[src/rtl/jt12_seq_pkg.sv]
// Shared types and constants for the jt12 write sequencer.
//   seq_state_e : bus-replay FSM states
//   wr_entry_t  : one queued register write {part, reg_addr, data} (17 bits)
//   ADDR_PHASE / DATA_PHASE : value of jt12 addr[0] for each bus cycle
//   CNT_W       : width of the shared tick counter
package jt12_seq_pkg;

  typedef enum logic [2:0] {
    StIdle,
    StASetup,
    StAStrobe,
    StAHold,
    StDSetup,
    StDStrobe,
    StWait
  } seq_state_e;

  typedef struct packed {
    logic       part;
    logic [7:0] reg_addr;
    logic [7:0] data;
  } wr_entry_t;

  localparam logic ADDR_PHASE = 1'b0;
  localparam logic DATA_PHASE = 1'b1;

  localparam int unsigned CNT_W = 16;

  // jt12 addr bus encoding: {part, is_data}
  function automatic logic [1:0] bus_addr(input logic part, input logic phase);
    return {part, phase};
  endfunction

endpackage

[src/rtl/jt12_wr_fifo.sv]
// Write queue for the jt12 sequencer: synchronous FIFO, first-word-fall-through read.
// Ports:
//   clk_100mhz, reset   : system clock, asynchronous active-high reset (flushes the queue)
//   wr_en_i, wr_data_i  : push request and entry (ignored when full)
//   rd_en_i, rd_data_o  : pop request (ignored when empty); rd_data_o shows the head entry
//   full_o, empty_o     : occupancy flags
//   level_o             : number of entries held
module jt12_wr_fifo
  import jt12_seq_pkg::*;
#(
  parameter int unsigned Depth = 8
) (
  input  logic                   clk_100mhz,
  input  logic                   reset,
  input  logic                   wr_en_i,
  input  wr_entry_t              wr_data_i,
  input  logic                   rd_en_i,
  output wr_entry_t              rd_data_o,
  output logic                   full_o,
  output logic                   empty_o,
  output logic [$clog2(Depth):0] level_o
);

  localparam int unsigned PtrW   = $clog2(Depth);
  localparam int unsigned LevelW = PtrW + 1;

  wr_entry_t           mem_q [Depth];
  logic [PtrW-1:0]     wr_ptr_q, rd_ptr_q;
  logic [LevelW-1:0]   level_q;
  logic                push, pop;

  assign full_o  = (level_q == LevelW'(Depth));
  assign empty_o = (level_q == '0);
  assign push    = wr_en_i & ~full_o;
  assign pop     = rd_en_i & ~empty_o;

  assign rd_data_o = mem_q[rd_ptr_q];
  assign level_o   = level_q;

  // Storage needs no reset: pointers and level define what is valid.
  always_ff @(posedge clk_100mhz) begin
    if (push) mem_q[wr_ptr_q] <= wr_data_i;
  end

  always_ff @(posedge clk_100mhz or posedge reset) begin
    if (reset) begin
      wr_ptr_q <= '0;
      rd_ptr_q <= '0;
      level_q  <= '0;
    end else begin
      if (push) wr_ptr_q <= wr_ptr_q + PtrW'(1);
      if (pop)  rd_ptr_q <= rd_ptr_q + PtrW'(1);
      unique case ({push, pop})
        2'b10:   level_q <= level_q + LevelW'(1);
        2'b01:   level_q <= level_q - LevelW'(1);
        default: level_q <= level_q;
      endcase
    end
  end

endmodule

[src/rtl/jt12_write_sequencer.sv]
// Queues YM2612 register writes from the 100 MHz domain and replays each one onto the jt12
// CPU bus as an address write followed by a data write, timed to 4 MHz rising edges
// (clk_4mhz is sampled as data), then waits out the chip's write-busy period.
// Build option: JT12_BUSY_POLL_EN -- when defined, the wait polls jt_dout7 (synchronized)
// with a BUSY_TIMEOUT tick limit; otherwise it waits a fixed WAIT_TICKS ticks.
// Ports:
//   clk_100mhz, reset          : system clock, asynchronous active-high reset
//   clk_4mhz                   : divider output, edge-detected into a one-cycle tick
//   wr_valid/wr_ready          : host push handshake (wr_ready = queue not full)
//   wr_part, wr_reg, wr_data   : write to queue
//   jt_cs_n, jt_wr_n           : jt12 chip select / write strobe, active-low
//   jt_addr, jt_din            : jt12 address {part, is_data} and data bus
//   jt_dout7                   : jt12 busy flag (used only with busy polling)
//   seq_busy                   : FSM active or queue non-empty
//   fifo_level                 : queued entries
//   timeout_err                : sticky busy-timeout flag (0 without busy polling)
module jt12_write_sequencer
  import jt12_seq_pkg::*;
#(
  parameter int unsigned FIFO_DEPTH   = 8,
  parameter int unsigned STROBE_TICKS = 2,
  parameter int unsigned WAIT_TICKS   = 32,
  parameter int unsigned BUSY_TIMEOUT = 255
) (
  input  logic                        clk_100mhz,
  input  logic                        reset,
  input  logic                        clk_4mhz,
  input  logic                        wr_valid,
  output logic                        wr_ready,
  input  logic                        wr_part,
  input  logic [7:0]                  wr_reg,
  input  logic [7:0]                  wr_data,
  output logic                        jt_cs_n,
  output logic                        jt_wr_n,
  output logic [1:0]                  jt_addr,
  output logic [7:0]                  jt_din,
  input  logic                        jt_dout7,
  output logic                        seq_busy,
  output logic [$clog2(FIFO_DEPTH):0] fifo_level,
  output logic                        timeout_err
);

  localparam logic [CNT_W-1:0] StrobeLd = CNT_W'(STROBE_TICKS);

  // 4 MHz rising-edge detect
  logic clk4_q, tick;
  assign tick = clk_4mhz & ~clk4_q;

  always_ff @(posedge clk_100mhz or posedge reset) begin
    if (reset) clk4_q <= 1'b0;
    else       clk4_q <= clk_4mhz;
  end

  // Write queue
  wr_entry_t push_entry, head;
  logic      fifo_full, fifo_empty, pop;

  assign push_entry = '{part: wr_part, reg_addr: wr_reg, data: wr_data};
  assign wr_ready   = ~fifo_full;

  jt12_wr_fifo #(
    .Depth (FIFO_DEPTH)
  ) u_fifo (
    .clk_100mhz (clk_100mhz),
    .reset      (reset),
    .wr_en_i    (wr_valid),
    .wr_data_i  (push_entry),
    .rd_en_i    (pop),
    .rd_data_o  (head),
    .full_o     (fifo_full),
    .empty_o    (fifo_empty),
    .level_o    (fifo_level)
  );

`ifdef JT12_BUSY_POLL_EN
  localparam logic [CNT_W-1:0] TimeoutLd = CNT_W'(BUSY_TIMEOUT);

  logic [1:0]       busy_sync_q;
  logic             busy_s, err_q, err_d;
  logic [CNT_W-1:0] unused_wait_ticks;

  assign unused_wait_ticks = CNT_W'(WAIT_TICKS);
  assign busy_s            = busy_sync_q[1];
  assign timeout_err       = err_q;

  always_ff @(posedge clk_100mhz or posedge reset) begin
    if (reset) begin
      busy_sync_q <= 2'b00;
      err_q       <= 1'b0;
    end else begin
      busy_sync_q <= {busy_sync_q[0], jt_dout7};
      err_q       <= err_d;
    end
  end
`else
  localparam logic [CNT_W-1:0] WaitLd = CNT_W'(WAIT_TICKS);

  logic             unused_dout7;
  logic [CNT_W-1:0] unused_busy_timeout;

  assign unused_dout7        = jt_dout7;
  assign unused_busy_timeout = CNT_W'(BUSY_TIMEOUT);
  assign timeout_err         = 1'b0;
`endif

  // Bus-replay FSM
  seq_state_e       state_q, state_d;
  logic [CNT_W-1:0] cnt_q, cnt_d;
  wr_entry_t        ent_q, ent_d;
  logic             cs_n_q, cs_n_d, wr_n_q, wr_n_d;
  logic [1:0]       addr_q, addr_d;
  logic [7:0]       din_q, din_d;

  assign jt_cs_n  = cs_n_q;
  assign jt_wr_n  = wr_n_q;
  assign jt_addr  = addr_q;
  assign jt_din   = din_q;
  assign seq_busy = (state_q != StIdle) | ~fifo_empty;

  always_ff @(posedge clk_100mhz or posedge reset) begin
    if (reset) begin
      state_q <= StIdle;
      cnt_q   <= '0;
      ent_q   <= '0;
      cs_n_q  <= 1'b1;
      wr_n_q  <= 1'b1;
      addr_q  <= 2'b00;
      din_q   <= 8'h00;
    end else begin
      state_q <= state_d;
      cnt_q   <= cnt_d;
      ent_q   <= ent_d;
      cs_n_q  <= cs_n_d;
      wr_n_q  <= wr_n_d;
      addr_q  <= addr_d;
      din_q   <= din_d;
    end
  end

  always_comb begin
    state_d = state_q;
    cnt_d   = cnt_q;
    ent_d   = ent_q;
    cs_n_d  = cs_n_q;
    wr_n_d  = wr_n_q;
    addr_d  = addr_q;
    din_d   = din_q;
    pop     = 1'b0;
`ifdef JT12_BUSY_POLL_EN
    err_d   = err_q;
`endif
    unique case (state_q)
      StIdle: begin
        if (!fifo_empty) begin
          pop     = 1'b1;
          ent_d   = head;
          addr_d  = bus_addr(head.part, ADDR_PHASE);
          din_d   = head.reg_addr;
          cs_n_d  = 1'b0;
          cnt_d   = '0;
          state_d = StASetup;
        end
      end
      // The first tick only closes the partial period in which the bus was set up; the strobe
      // starts on the second, so address/data always lead wr_n by a full 4 MHz period.
      StASetup, StDSetup: begin
        if (tick) begin
          if (cnt_q != '0) begin
            wr_n_d  = 1'b0;
            cnt_d   = StrobeLd;
            state_d = (state_q == StASetup) ? StAStrobe : StDStrobe;
          end else begin
            cnt_d = CNT_W'(1);
          end
        end
      end
      StAStrobe, StDStrobe: begin
        if (tick) begin
          if (cnt_q <= CNT_W'(1)) begin
            wr_n_d = 1'b1;
            if (state_q == StAStrobe) begin
              state_d = StAHold;
            end else begin
`ifdef JT12_BUSY_POLL_EN
              cnt_d = '0;
`else
              cnt_d = WaitLd;
`endif
              state_d = StWait;
            end
          end else begin
            cnt_d = cnt_q - CNT_W'(1);
          end
        end
      end
      // Bus switches to the data phase one cycle after wr_n has risen.
      StAHold: begin
        addr_d  = bus_addr(ent_q.part, DATA_PHASE);
        din_d   = ent_q.data;
        cnt_d   = '0;
        state_d = StDSetup;
      end
      StWait: begin
`ifdef JT12_BUSY_POLL_EN
        // cnt_q counts ticks spent here; busy is only trusted after two of them.
        if (cnt_q >= CNT_W'(2) && !busy_s) begin
          cs_n_d  = 1'b1;
          state_d = StIdle;
        end else if (tick) begin
          if (cnt_q + CNT_W'(1) >= TimeoutLd) begin
            cs_n_d  = 1'b1;
            err_d   = 1'b1;
            state_d = StIdle;
          end else begin
            cnt_d = cnt_q + CNT_W'(1);
          end
        end
`else
        if (tick) begin
          if (cnt_q <= CNT_W'(1)) begin
            cs_n_d  = 1'b1;
            state_d = StIdle;
          end else begin
            cnt_d = cnt_q - CNT_W'(1);
          end
        end
`endif
      end
      default: state_d = StIdle;
    endcase
  end

endmodule

[config.mk]
export PLATFORM = sky130hd
export DESIGN_NAME = jt12_write_sequencer
export DESIGN_NICKNAME = d
export VERILOG_FILES = /design/src/rtl/jt12_seq_pkg.sv /design/src/rtl/jt12_wr_fifo.sv /design/src/rtl/jt12_write_sequencer.sv
export SDC_FILE = /design/constraint.sdc
export NUM_CORES = 1
export LEC_CHECK = 0
export ABC_AREA = 1
export ABC_CLOCK_PERIOD_IN_PS = 8300
export BUFFER_PORTS_ARGS = -buffer_cell sky130_fd_sc_hd__buf_4
export CAP_MARGIN = 10
export CORE_ASPECT_RATIO = 1.25
export CORE_MARGIN = 4
export CORE_UTILIZATION = 30
export CTS_CLUSTER_SIZE = 40
export DETAILED_ROUTE_END_ITERATION = 12
export SLEW_MARGIN = 10
export SYNTH_ARGS = -nofsm -noshare
export SYNTH_HDL_FRONTEND = slang
export SYNTH_HIERARCHICAL = 1
export SYNTH_SLANG_ARGS = --single-unit
[constraint.sdc]
create_clock -name clk_100mhz -period 8.3 [get_ports clk_100mhz]
set_clock_uncertainty 0.2 [all_clocks]
set_input_delay 0 -clock clk_100mhz [delete_from_list [all_inputs] [get_ports clk_100mhz]]
set_output_delay 0 -clock clk_100mhz [all_outputs]
set_load 0.05 [all_outputs]
==> flow_metrics.py <==
metrics = {
    "sta": {
        "setup_viol": 0,
        "slew_violations": 0,
        "fin_tns_setup_ns": 0,
        "worst_slew_pin_slew_ns": 1.09,
        "min_period_ns": 2.97,
        "grt_setup_unrepaired": "false",
        "max_freq_ghz": 0.337,
        "slew_headroom_pct": 27.2,
        "finalHoldViolCount": 0,
        "hold_ws_ns": 0.0446,
        "min_period_over_period_pct": 35.8,
    },
    "die": {
        "die_area_um2": 32900,
        "core_area_um2": 29400,
        "initial_utilization_pct": 30.6,
        "die_height_um": 202,
        "fp.dieW_um": 163,
        "rows": 70,
        "ioPinCount": 41,
    },
    "clock_network": {
        "htreeDepth": 4,
        "cts_tree": "built",
        "clockRootBuffer": "clkbuf_16",
        "holdBufCountCts": 21,
        "cts_num_sinks": 187,
        "path_clk_slew_ns": 0.07,
        "cts-resized-gates": 0,
        "clk_latency_ns": 0.43,
        "cts_made_buffers": 17,
        "clockBufferDepth": 2,
        "cts_setup_buffers": 0,
    },
    "run": {
        "max_cap_viol_count": 0,
    },
    "pwr": {
        "p_per_area_nw_per_um2": 373,
        "peakVddDrop_mv": 0.120,
        "p_leak_nw": 4.82,
        "finalPower_w": 0.00390,
    },
    "yosys": {
        "avgSynthCellArea_um2": 8.76,
        "syn_nets": 1057,
        "yosysSeqAreaShare_pct": 59.6,
        "synth_area_um2": 9000,
        "ys_ff_latch": 187,
        "yosysWarnings": 6,
        "synthCells": 1027,
        "yosysUniqueCellTypes": 38,
    },
    "global_routing": {
        "grt_pass1_vias": 5979,
        "grt_start_max_net_pins": 85,
        "grt_pass1_wl_um": 30800,
        "antenna_found_initial": 0,
        "grt_overflow_total": 0,
        "grtUsageTotal_pct": 11.9,
    },
    "detailed_routing": {
        "wirelength_um": 19000,
        "dr_total_vias": 6263,
        "antenna_left": 0,
        "vias_per_cell": 4.20,
        "drt_iter0_drc": 324,
        "drc_errors": 0,
        "drt-pass1-iter-count": 4,
        "wl_per_cell_um": 12.8,
    },
    "setup_path": {
        "rrSetupSlack_ns": 5.33,
        "rr_startpoint": "state_q[0]",
        "worst-path-stages": 12,
        "regToRegEndpoint": "u_fifo/level_o[3]",
        "endpoint": "u_fifo/level_o[3]",
        "crit_fanout": 19,
        "start_kind": "flip-flop",
        "cp_top_family": "simple AND/OR/NAND/NOR gates",
        "worstPathArrival_ns": 3.09,
        "cp_slowest_stage_delay_ns": 0.51,
        "cp_common_cell": "nand2_1",
        "cp_slowest_cell": "dfrtp_1",
        "end_kind": "flip-flop",
        "worstRegToRegCells": 12,
        "cp_cell_sequence": "nor2_2, nand2_1, nor2_4, nand2_1, inv_1, ha_1, ha_1, or2_2, nand2_1, nand2_1, nand3_1, nand2_1",
        "crit_type": "flip-flop to flip-flop",
        "cp-startpoint": "state_q[0]",
        "required_ns": 8.41,
        "cp_num_buf_inv": 1,
    },
    "placed_design": {
        "io_buffers": 38,
        "dp.cells": 1437,
        "routabilityCongestion": 0.818,
        "hpwl_um": 12100,
    },
    "final_layout": {
        "area_growth_pct": 16.2,
        "insertedDiodeCount": 0,
        "nets": 1111,
        "drive_gt1_share_pct": 11.3,
        "fillers": 3008,
        "stdcell_count": 1490,
    },
    "min_path": {
        "hold_path_class": "primary input to flip-flop",
    },
    "outcome": {
        "status": "complete, no violations",
    },
}
## per-layer routing
layer  part of all wire [%]  vias up  routed length, um  track usage (%)
li1                       -     3296                  -                -
met2                     50       86               9470             20.5
met1                     45     2855               8540             14.4
met5                      0        -                  0                0
met4                    2.3        0                439             4.91
met3                    3.0       26                578             2.48
## registers in the layout (all words and copies together), names as in the netlist
signal / cells
u_fifo/rd_ptr_q: 3
state_q: 3
jt_addr: 2
u_fifo/mem_q: 136
jt_din: 8
ent_q: 9
u_fifo/level_o: 4
cnt_q: 16
clk4_q: 1
jt_wr_n: 1
jt_cs_n: 1
u_fifo/wr_ptr_q: 3
## layout make-up
| cell class | count | area, um^2 | area share, % |
|---|---|---|---|
| sequential | 187 | 5370 | 51.3 |
| multi-input combinational | 682 | 2970 | 28.3 |
| timing repair buffer | 70 | 578 | 5.53 |
| tap | 396 | 495 | 4.74 |
| inverter | 123 | 464 | 4.44 |
| clock buffer | 18 | 429 | 4.10 |
| clock inverter | 14 | 163 | 1.55 |
## cells in the final DEF, fill, tap and decap left out, types with 2 or more instances in the layout
| master | n |
|---|---|
| buf_4 | 49 |
| clkbuf_16 | 17 |
| clkinv_1 | 2 |
| clkinv_4 | 2 |
| dfrtp_1 | 48 |
| dfstp_2 | 2 |
| dlygate4sd3_1 | 21 |
| edfxtp_1 | 136 |
| ha_1 | 7 |
| inv_1 | 114 |
| inv_2 | 6 |
| inv_6 | 3 |
| inv_8 | 6 |
| nand2_1 | 404 |
| nand2_2 | 7 |
| nand3_1 | 41 |
| nand3_2 | 3 |
| nand4_1 | 7 |
| nor2_1 | 159 |
| nor2_2 | 5 |
| nor2_4 | 6 |
| nor3_2 | 8 |
| o21ai_0 | 12 |
| xnor2_1 | 4 |
| xor2_1 | 6 |
## worst register-to-register path, stage by stage (launching register included)
cell	delay, ns
dfrtp_1	0.51
nor2_2	0.24
nand2_1	0.15
nor2_4	0.40
nand2_1	0.23
inv_1	0.13
ha_1	0.23
ha_1	0.27
or2_2	0.29
nand2_1	0.07
nand2_1	0.05
nand3_1	0.06
nand2_1	0.05
## worst min path at each step
stage | start | cells past startpoint | end | slack [ns]
after global placement | reset | 2 | u_fifo/rd_ptr_q[2] | -0.17
after floorplan | reset | 1 | u_fifo/level_o[0] | -0.36
final | clk_4mhz | 2 | clk4_q | 0.04
after global routing | clk_4mhz | 2 | clk4_q | 0.03
after CTS | clk_4mhz | 2 | clk4_q | 0.04
after detailed placement | reset | 2 | u_fifo/rd_ptr_q[2] | -0.16
## logic make-up after synthesis
| group | synth area share (%) |
|---|---|
| buffers and inverters | 7.92 |
| adder cells (fa/ha/maj) | 1.20 |
| XOR/XNOR | 0.973 |
| flip-flops | 59.6 |
| AO/OA/AOI/OAI | 1.06 |
| other | 0.0417 |
| AND/OR/NAND/NOR | 29.2 |
## metrics by stage
stage | util, % | cell area, um^2 | setup WS [ns]
2_1_floorplan | - | 9000 | 5.33
3_3_place_gp | 32.8 | 9660 | 5.35
3_5_place_dp | 32.8 | 9660 | 5.31
4_1_cts | 35.5 | 10500 | 5.29
5_1_grt | 35.5 | 10500 | 5.02
6_report | 35.5 | 10500 | 5.33
## synthesized netlist by cell type (all sizes together)
master / count / area [um^2]
a21oi: 2 / 13.8
nand3b: 1 / 7.51
nor3b: 1 / 7.51
dfrtp: 49 / 1230
a21o: 1 / 7.51
buf: 34 / 245
edfxtp: 136 / 4080
dfstp: 2 / 52.6
nand4: 7 / 43.8
inv: 122 / 460
xor2: 6 / 52.6
clkbuf: 1 / 3.75
clkinv: 1 / 3.75
nand3: 45 / 253
and2: 1 / 6.26
nand2: 412 / 1570
conb: 1 / 3.75
nor2: 170 / 696
nor3: 8 / 40.0
fa: 1 / 20.0
xnor2: 4 / 35.0
ha: 7 / 87.6
or2: 1 / 6.26
o21ai: 14 / 73.8
## report_power, final
group | internal (W) | leakage (nW) | switching, W
combinational | 0.000535 | 2.65 | 0.00117
sequential | 0.00122 | 1.88 | 0.000174
clock | 0.000432 | 0.294 | 0.000373
total | 0.00219 | 4.82 | 0.00172
Power figures use the tool's default switching activity.
